[config.mk]
export PLATFORM = sky130hd
export DESIGN_NAME = jpeg_out_stream_ctrl
export DESIGN_NICKNAME = d
export VERILOG_FILES = /design/src/rtl/jpeg_out_stream_ctrl.sv
export SDC_FILE = /design/constraint.sdc
export NUM_CORES = 1
export LEC_CHECK = 0
export ABC_AREA = 1
export CAP_MARGIN = 15
export CORE_ASPECT_RATIO = 1.75
export CORE_MARGIN = 2
export CORE_UTILIZATION = 53
export DETAILED_ROUTE_END_ITERATION = 10
export GPL_TIMING_DRIVEN = 0
export MAX_ROUTING_LAYER = met4
export PLACE_DENSITY = 0.94
export SYNTH_ARGS = -nofsm -noshare
export SYNTH_HDL_FRONTEND = slang
export SYNTH_SLANG_ARGS = --single-unit
export TNS_END_PERCENT = 5
[constraint.sdc]
create_clock -name clk -period 3.5 [get_ports clk]
set_input_delay 0.7 -clock clk [delete_from_list [all_inputs] [get_ports clk]]
set_output_delay 0.7 -clock clk [all_outputs]
set_load 0.01 [all_outputs]
[src/rtl/jpeg_out_stream_ctrl.sv]
// JPEG bitstream capture controller: paces encoder words out with a byte
// address, optional byte swap, image size latch and overflow drain.
// Ports:
//   clk, resetn          : encoder clock, async active-low reset
//   start_capture_in     : arm a capture (pulse)
//   continuous_in        : re-arm automatically after each frame
//   abort_in             : abandon capture, back to idle
//   swap_in              : reverse byte order of each accepted word
//   frame_start_in       : sensor frame start pulse
//   in_data/in_valid/in_tlast/in_hold : encoder word stream with stall
//   data_out/address_out/data_valid_out : written word, byte offset, strobe
//   image_valid_out/image_size_out      : finished image and its size
//   overflow_out         : last image exceeded the buffer
//   frame_count_out      : completed images since reset
module jpeg_out_stream_ctrl #(
    parameter int DW_BYTES  = 4,
    parameter int ADDR_W    = 20,
    parameter int GAP       = 1,
    parameter int MAX_BYTES = 65536
) (
    input  logic                    clk,
    input  logic                    resetn,
    input  logic                    start_capture_in,
    input  logic                    continuous_in,
    input  logic                    abort_in,
    input  logic                    swap_in,
    input  logic                    frame_start_in,
    input  logic [8*DW_BYTES-1:0]   in_data,
    input  logic                    in_valid,
    input  logic                    in_tlast,
    output logic                    in_hold,
    output logic [8*DW_BYTES-1:0]   data_out,
    output logic [ADDR_W-1:0]       address_out,
    output logic                    data_valid_out,
    output logic                    image_valid_out,
    output logic [ADDR_W-1:0]       image_size_out,
    output logic                    overflow_out,
    output logic [7:0]              frame_count_out
);

    localparam int DW = 8 * DW_BYTES;
    localparam int GW = (GAP > 0) ? $clog2(GAP + 1) : 1;

    typedef enum logic [2:0] {
        S_IDLE, S_ARMED, S_CAPTURE, S_DRAIN, S_DONE
    } state_t;

    state_t              state_q, state_d;
    logic [GW-1:0]       gap_q, gap_d;
    logic [ADDR_W-1:0]   count_q, count_d;
    logic [DW-1:0]       data_q, data_d;
    logic [ADDR_W-1:0]   addr_q, addr_d;
    logic                dv_q, dv_d;
    logic [ADDR_W-1:0]   size_q, size_d;
    logic                ovf_q, ovf_d;
    logic [7:0]          fc_q, fc_d;

    logic [DW-1:0]       swapped;
    logic                accept;
    logic                fits;
    logic [63:0]         need;

    always_comb begin
        swapped = '0;
        for (int i = 0; i < DW_BYTES; i++) begin
            swapped[8*i +: 8] = in_data[8*(DW_BYTES-1-i) +: 8];
        end
    end

    // Stall depends on state only, so the producer sees a stable value.
    always_comb begin
        in_hold = 1'b1;
        unique case (state_q)
            S_CAPTURE: in_hold = (gap_q != '0);
            S_DRAIN:   in_hold = 1'b0;
            default:   in_hold = 1'b1;
        endcase
    end

    assign accept = in_valid & ~in_hold;
    assign need   = 64'(count_q) + 64'(DW_BYTES);
    assign fits   = (need <= 64'(MAX_BYTES));

    always_comb begin
        state_d = state_q;
        gap_d   = (gap_q != '0) ? gap_q - GW'(1) : gap_q;
        count_d = count_q;
        data_d  = data_q;
        addr_d  = addr_q;
        dv_d    = 1'b0;
        size_d  = size_q;
        ovf_d   = ovf_q;
        fc_d    = fc_q;
        if (abort_in) begin
            state_d = S_IDLE;
            gap_d   = '0;
        end else begin
            unique case (state_q)
                S_IDLE: begin
                    if (start_capture_in) state_d = S_ARMED;
                end
                S_ARMED: begin
                    if (frame_start_in) begin
                        state_d = S_CAPTURE;
                        count_d = '0;
                        ovf_d   = 1'b0;
                        gap_d   = '0;
                    end
                end
                S_CAPTURE: begin
                    if (accept && fits) begin
                        dv_d    = 1'b1;
                        addr_d  = count_q;
                        data_d  = swap_in ? swapped : in_data;
                        count_d = count_q + ADDR_W'(DW_BYTES);
                        gap_d   = GW'(GAP);
                        if (in_tlast) begin
                            state_d = S_DONE;
                            size_d  = count_q + ADDR_W'(DW_BYTES);
                            fc_d    = fc_q + 8'd1;
                        end
                    end else if (accept) begin
                        // Word would cross the buffer end: drop it.
                        ovf_d = 1'b1;
                        if (in_tlast) begin
                            state_d = S_DONE;
                            size_d  = count_q;
                            fc_d    = fc_q + 8'd1;
                        end else begin
                            state_d = S_DRAIN;
                        end
                    end
                end
                S_DRAIN: begin
                    if (accept && in_tlast) begin
                        state_d = S_DONE;
                        size_d  = count_q;
                        fc_d    = fc_q + 8'd1;
                    end
                end
                S_DONE: begin
                    if (continuous_in || start_capture_in) state_d = S_ARMED;
                end
                default: state_d = S_IDLE;
            endcase
        end
    end

    always_ff @(posedge clk or negedge resetn) begin
        if (!resetn) begin
            state_q <= S_IDLE;
            gap_q   <= '0;
            count_q <= '0;
            data_q  <= '0;
            addr_q  <= '0;
            dv_q    <= 1'b0;
            size_q  <= '0;
            ovf_q   <= 1'b0;
            fc_q    <= '0;
        end else begin
            state_q <= state_d;
            gap_q   <= gap_d;
            count_q <= count_d;
            data_q  <= data_d;
            addr_q  <= addr_d;
            dv_q    <= dv_d;
            size_q  <= size_d;
            ovf_q   <= ovf_d;
            fc_q    <= fc_d;
        end
    end

    assign data_out        = data_q;
    assign address_out     = addr_q;
    assign data_valid_out  = dv_q;
    assign image_valid_out = (state_q == S_DONE);
    assign image_size_out  = size_q;
    assign overflow_out    = ovf_q;
    assign frame_count_out = fc_q;

endmodule

==> results of run 1 <==
[sequential cells by signal, summed over array words and instances (netlist names)]
signal and flops:
data_out 32, address_out 18, count_q 18, image_size_out 18
frame_count_out 8, state_q 3, data_valid_out 1, overflow_out 1
[per-stage QoR]
stage	worst slack, ns	setup TNS (ns)	hold WS, ns	area (µm²)	total power (µW)
2_1_floorplan	1.29	0	0.404	5020	2250
3_3_place_gp	-1.71	-167.87	0.450	6360	2990
3_5_place_dp	0.580	0	0.453	6390	3040
4_1_cts	0.668	0	0.386	6670	4010
5_1_grt	0.262	0	0.416	6670	4220
6_report	0.638	0	0.370	6670	3990
[how the worst max path moves through the flow]
stage	to	slack, ns	cells past startpoint
global placement	address_out[10]	-1.71	1
CTS	address_out[14]	0.67	15
global route	image_size_out[8]	0.26	15
floorplan	data_out[10]	1.29	13
detailed placement	image_size_out[15]	0.58	9
finish	image_size_out[7]	0.64	15
[cell usage in the layout, fill, tap and decap left out, drive strengths merged]
master         count
nor3               6
clkinvlp           1
conb               4
clkinv             3
o31ai              1
xor2               5
nor4b              1
xnor2              4
nor2              35
inv               70
ha                 3
nand4             28
dfrtp             99
clkdlybuf4s50    118
o21ai             86
clkbuf            27
a211oi             1
or2                1
buf               15
a21oi              1
nand2            256
nand3             34
[critical path, cell delays in order, from the launching register on]
cell,delay (ns)
dfrtp_1,0.45
ha_1,0.26
nand2_1,0.13
nor2_4,0.21
nand3_1,0.12
nand2_1,0.08
nand2_1,0.07
nor2_1,0.12
nand2_1,0.08
nor2_1,0.13
nand2_1,0.08
nand2_2,0.22
clkbuf_1,0.44
nand4_1,0.14
nand3_1,0.15
nand2_1,0.07
[cells by family after synthesis]
| logic type | count (synthesis) |
|---|---|
| AOI/OAI and AO/OA | 89 |
| and+or+nand+nor | 361 |
| buffers and inverters | 98 |
| other | 1 |
| xor gates and xnor gates | 9 |
| DFF | 99 |
| adders and majority gates | 3 |
[cell type report]
type	instances	area [µm²]	share of cell area, %
flip-flops and latches	99	2480	37.1
multi-input cells	466	2120	31.8
repair buffers	120	1220	18.2
inverters	67	251	3.77
clock buffers	9	225	3.38
plain buffers	31	168	2.51
well taps	122	153	2.29
clock inverters	7	58.8	0.881
[per-layer routing]
layer / global-route usage [%] / vias up
met5: - / -
met4: 16.7 / 0
met3: 5.59 / 57
met2: 54.5 / 255
met1: 31.5 / 2327
li1: - / 2370
[power breakdown]
part	internal, µW	leakage [µW]	switching [µW]
registers	1410	0.00134	183
logic	705	0.00173	737
clock network	495	0.000139	452
total	2610	0.00321	1370
==> results.json, run 1 <==
{
  "outcome": "finished clean",
  "cts_buffer_depth": 2,
  "synthTopCellsByCount": "nand2_1, dfrtp_1, inv_1, o21ai_0, nand3_1",
  "grt_max_degree": 52,
  "synth_most_common_cell": "nand2_1",
  "postCtsSetupBuffers": 0,
  "drv_slew": 0,
  "r2r_slack_ns": 0.64,
  "worstSkewPairLatency_ns": 0.34,
  "cts_max_level": 3,
  "wl_met3_um": 881,
  "grt_antenna_before_repair": 0,
  "initial_core_util_pct": 53.6,
  "skew_ns": 0.0105,
  "period_share_pct": 81.8,
  "fillers": 781,
  "r2r-start": "count_q[2]",
  "synth.area.mux_share_pct": 0,
  "grt_pass1_vias": 4942,
  "ctsHoldBuffers": 0,
  "synth_top_cell_by_area": "dfrtp_1",
  "synth.top_cells.by_area": "dfrtp_1, nand2_1, o21ai_0, inv_1, nand4_1",
  "synth_top_flop_cell": "dfrtp_1",
  "placementRows": 47,
  "leakage_uw": 0.00321,
  "clockRootBuffer": "clkbuf_16",
  "holdCritPathClass": "input port to asynchronous set/reset pin",
  "period_minus_slack_ns": 2.86,
  "numCtsBuffers": 9,
  "clk_pin_slew_ns": 0.07,
  "max_freq_mhz": 349,
  "final_antenna_net_count": 0,
  "syn_area_um2": 5010,
  "async_flop_share_pct": 100,
  "p_per_area_nw_per_um2": 597,
  "wl_per_cell_um": 16.2,
  "synth_fa_ha_area_share_pct": 0.749,
  "syn_avg_cell_area_um2": 7.59,
  "synth-xor-area-share_pct": 1.57,
  "cp_data_required_time_ns": 3.72,
  "ys_seq_elements": 99,
  "nNetsFinal": 838,
  "die_h_um": 133,
  "grt_usage_pct": 30.7,
  "numClockSinks": 99,
  "critical_path_class": "flop to flop",
  "stdcell_count": 921,
  "syn_to_final_growth_pct": 33.2,
  "synth_compound_area_share_pct": 8.99,
  "worstMarginPinSlew_ns": 0.644,
  "crit_path_max_fanout": 10,
  "synth.distinct_cells": 31,
  "core_um2": 9350,
  "chipWidth_um": 77.5,
  "synth_edf_count": 0,
  "fin_util_pct": 71.4,
  "maxCapViolCount": 0,
  "wirelength_mm": 14.9,
  "route.met2.wl_mm": 8.10,
  "crit_start": "count_q[2]",
  "rsz0062_at_grt": "no",
  "grt_pass1_wl_mm": 23.9,
  "top_level_ports": 125,
  "antenna-diode-count": 0,
  "hpwl_mm": 11.5,
  "yosys_warnings": 0,
  "gp_congestion": 0.926,
  "io_buffers": 119,
  "yosysSeqAreaShare_pct": 49.5,
  "r2r_cells": 15,
  "vias": 5009,
  "highest-signal-layer": "met4",
  "viasPerCell": 5.44,
  "synthSimpleGateAreaFrac_pct": 30.8,
  "dieArea_um2": 10300,
  "final-hold-violation-count": 0,
  "drive_gt1_share_pct": 5.13,
  "synth_top_area_share_pct": 49.5,
  "met1_length_mm": 5.13,
  "tritoncts": "done",
  "setup_viol": 0,
  "drt_iter0_markers": 406,
  "synthCells": 660,
  "relSlewSlack_pct": 57.1,
  "gr-total-overflow": 0,
  "firstDrtPassIters": 6,
  "cts_resized": 0,
  "synth_top_family_by_area": "simple AND/OR/NAND/NOR gates",
  "reg2reg_to": "image_size_out[7]",
  "drcViolationCount": 0,
  "peakVddDrop_mv": 0.507,
  "cp-start-kind": "flop",
  "worst_setup_path_end_kind": "flop",
  "cp_data_arrival_time_ns": 3.09,
  "dp_cells": 905
}
Note: power is estimated with default switching activity, not from simulation.
==> inputs of run 2 (changes only) <==
--- a/config.mk
+++ b/config.mk
@@ -9,11 +9,11 @@
 export CAP_MARGIN = 15
 export CORE_ASPECT_RATIO = 1.75
 export CORE_MARGIN = 2
-export CORE_UTILIZATION = 53
+export CORE_UTILIZATION = 45
 export DETAILED_ROUTE_END_ITERATION = 10
 export GPL_TIMING_DRIVEN = 0
 export MAX_ROUTING_LAYER = met4
-export PLACE_DENSITY = 0.94
+export PLACE_DENSITY = 0.86
 export SYNTH_ARGS = -nofsm -noshare
 export SYNTH_HDL_FRONTEND = slang
 export SYNTH_SLANG_ARGS = --single-unit
==> constraint.sdc (replaced) <==
create_clock -name clk -period 2.31 [get_ports clk]
set_input_delay 0.462 -clock clk [delete_from_list [all_inputs] [get_ports clk]]
set_output_delay 0.462 -clock clk [all_outputs]
set_load 0.01 [all_outputs]
==> results.json, run 2 (synthesized netlist as in run 1, its figures left out) <==
{
  "max_freq_mhz": 397,
  "reg2reg_to": "count_q[14]",
  "grt_max_degree": 64,
  "cp-start-kind": "flop",
  "cp_data_arrival_time_ns": 2.74,
  "final_common_cell": "nand2_1",
  "dp_cells": 915,
  "largest_reg_flops": 32,
  "viasPerCell": 5.36,
  "drive_gt1_share_pct": 13.2,
  "gp_congestion": 0.933,
  "cp_num_buf_inv": 2,
  "clockRootBuffer": "clkbuf_16",
  "clk_pin_slew_ns": 0.07,
  "crit_slowest_cell": "dfrtp_2",
  "dieArea_um2": 12000,
  "peakVddDrop_mv": 0.574,
  "grt_pass1_vias": 5048,
  "numClockSinks": 99,
  "die_h_um": 144,
  "gr-total-overflow": 0,
  "setup_slack_ns": -0.206,
  "wirelength_mm": 15.4,
  "syn_to_final_growth_pct": 44.3,
  "critical_path_class": "flop to flop",
  "worstSkewPairLatency_ns": 0.36,
  "setup_viol": 79,
  "slowest_delay_ns": 0.45,
  "maxCapViolCount": 0,
  "cpLargestDelayFamily": "simple AND/OR/NAND/NOR gates",
  "drcViolationCount": 0,
  "rsz0062_at_grt": "yes",
  "ctsHoldBuffers": 0,
  "register_area_um2": 2480,
  "tritoncts": "done",
  "placementRows": 51,
  "setup_tns_ns": -9.64,
  "worst_setup_path_end_kind": "flop",
  "outcome": "complete, but fails checks",
  "cp_cell_sequence": "ha_4 > nand2_4 > nor2_4 > nand3_1 > nand2_1 > nand2_1 > nor2_1 > nand2_1 > nor2_2 > nand2_2 > nand2_4 > buf_4 > nand2_1 > nand2_2 > nand2_4 > buf_8 > nand2_1 > o21ai_1",
  "p_per_area_nw_per_um2": 875,
  "vias": 5139,
  "numCtsBuffers": 9,
  "antenna-diode-count": 0,
  "r2r_slack_ns": -0.21,
  "final_cell_mix": "nand2_1, clkdlybuf4s50_1, dfrtp_1",
  "final_antenna_net_count": 0,
  "grt_pass1_wl_mm": 23.9,
  "firstDrtPassIters": 5,
  "multi_input_area_um2": 2270,
  "io_buffers": 119,
  "final-hold-violation-count": 0,
  "holdCritPathClass": "input port to asynchronous set/reset pin",
  "failed_checks": "setup timing",
  "relSlewSlack_pct": 63.8,
  "fillers": 873,
  "worstMarginPinSlew_ns": 0.542,
  "core_um2": 11000,
  "cts_buffer_depth": 2,
  "drt_iter0_markers": 330,
  "grt_antenna_before_repair": 0,
  "cp_data_required_time_ns": 2.54,
  "power_uw": 6320,
  "top_level_ports": 125,
  "nNetsFinal": 865,
  "crit_path_max_fanout": 10,
  "r2r_cells": 18,
  "holdWs_ns": 0.0696,
  "hpwl_mm": 11.0,
  "wl_per_cell_um": 16.1,
  "drv_slew": 0,
  "cts_max_level": 3,
  "grt_usage_pct": 26.0,
  "r2r-start": "count_q[2]",
  "period_minus_slack_ns": 2.52,
  "initial_core_util_pct": 45.6,
  "critPathMostFrequentCell": "nand2_1",
  "pre_cts_slack_ns": -0.571,
  "leakage_uw": 0.00346,
  "chipWidth_um": 83.8,
  "period_share_pct": 109,
  "stdcell_count": 958,
  "skew_ns": 0.0120
}
[run 2: cell types whose count changed in the layout (fill, tap and decap cells not counted), sizes merged]
cell,before,now
buf,15,42
clkinv,3,5
clkinvlp,1,0
inv,70,69
[run 2: repair_timing]
item                                    4_1_cts  5_1_grt
endpoints found under the setup margin       89       90
gates resized for setup                      82       27
pin swaps                                    12       15
setup buffers                                16        9
cloned                                        2        0
[run 2: worst max path at each step]
stage	from	endpoint	slack, ns	depth (start not counted)
floorplan	count_q[2]	data_out[10]	0.1	13
global placement	resetn	data_out[20]	-2.86	1
detailed placement	count_q[2]	image_size_out[8]	-0.57	15
CTS	count_q[3]	image_size_out[8]	-0.11	13
global route	count_q[2]	count_q[14]	-0.36	18
finish	count_q[2]	count_q[14]	-0.21	18
[run 2: cell type report]
class,count,area share (%)
Clock buffer,9,3.12
Buffer,31,3.81
Tap cell,132,2.28
Clock inverter,7,0.831
Sequential cell,99,34.4
Timing Repair Buffer,147,20.6
Inverter,67,3.58
Multi-Input combinational cell,466,31.4
[run 2: metrics by stage]
stage               area, µm²  util, %
global route             7230     65.9
floorplan                5020        -
detailed placement       6400     58.3
finish                   7230     65.9
CTS                      7070     64.4
global placement         6380     58.1
[run 2: worst register-to-register path, cell delays in order (launching register included)]
cell,delay (ns)
dfrtp_2,0.45
ha_4,0.21
nand2_4,0.06
nor2_4,0.18
nand3_1,0.11
nand2_1,0.08
nand2_1,0.07
nor2_1,0.14
nand2_1,0.09
nor2_2,0.13
nand2_2,0.08
nand2_4,0.09
buf_4,0.12
nand2_1,0.08
nand2_2,0.11
nand2_4,0.09
buf_8,0.15
nand2_1,0.07
o21ai_1,0.09
[run 2: metal layers]
layer  track usage [%]  share of wire (%)  wire, µm
met1              25.2                 34      5200
met3              5.11                5.7       881
met5                 -                  0         0
met4              15.0                6.0       927
met2              47.6                 55      8430
[run 2: where the power goes]
| part | total, µW | internal (µW) | switching, µW |
|---|---|---|---|
| Sequential | 2430 | 2150 | 288 |
| Clock | 1450 | 749 | 697 |
| Combinational | 2440 | 1240 | 1200 |
| Total | 6320 | 4140 | 2180 |
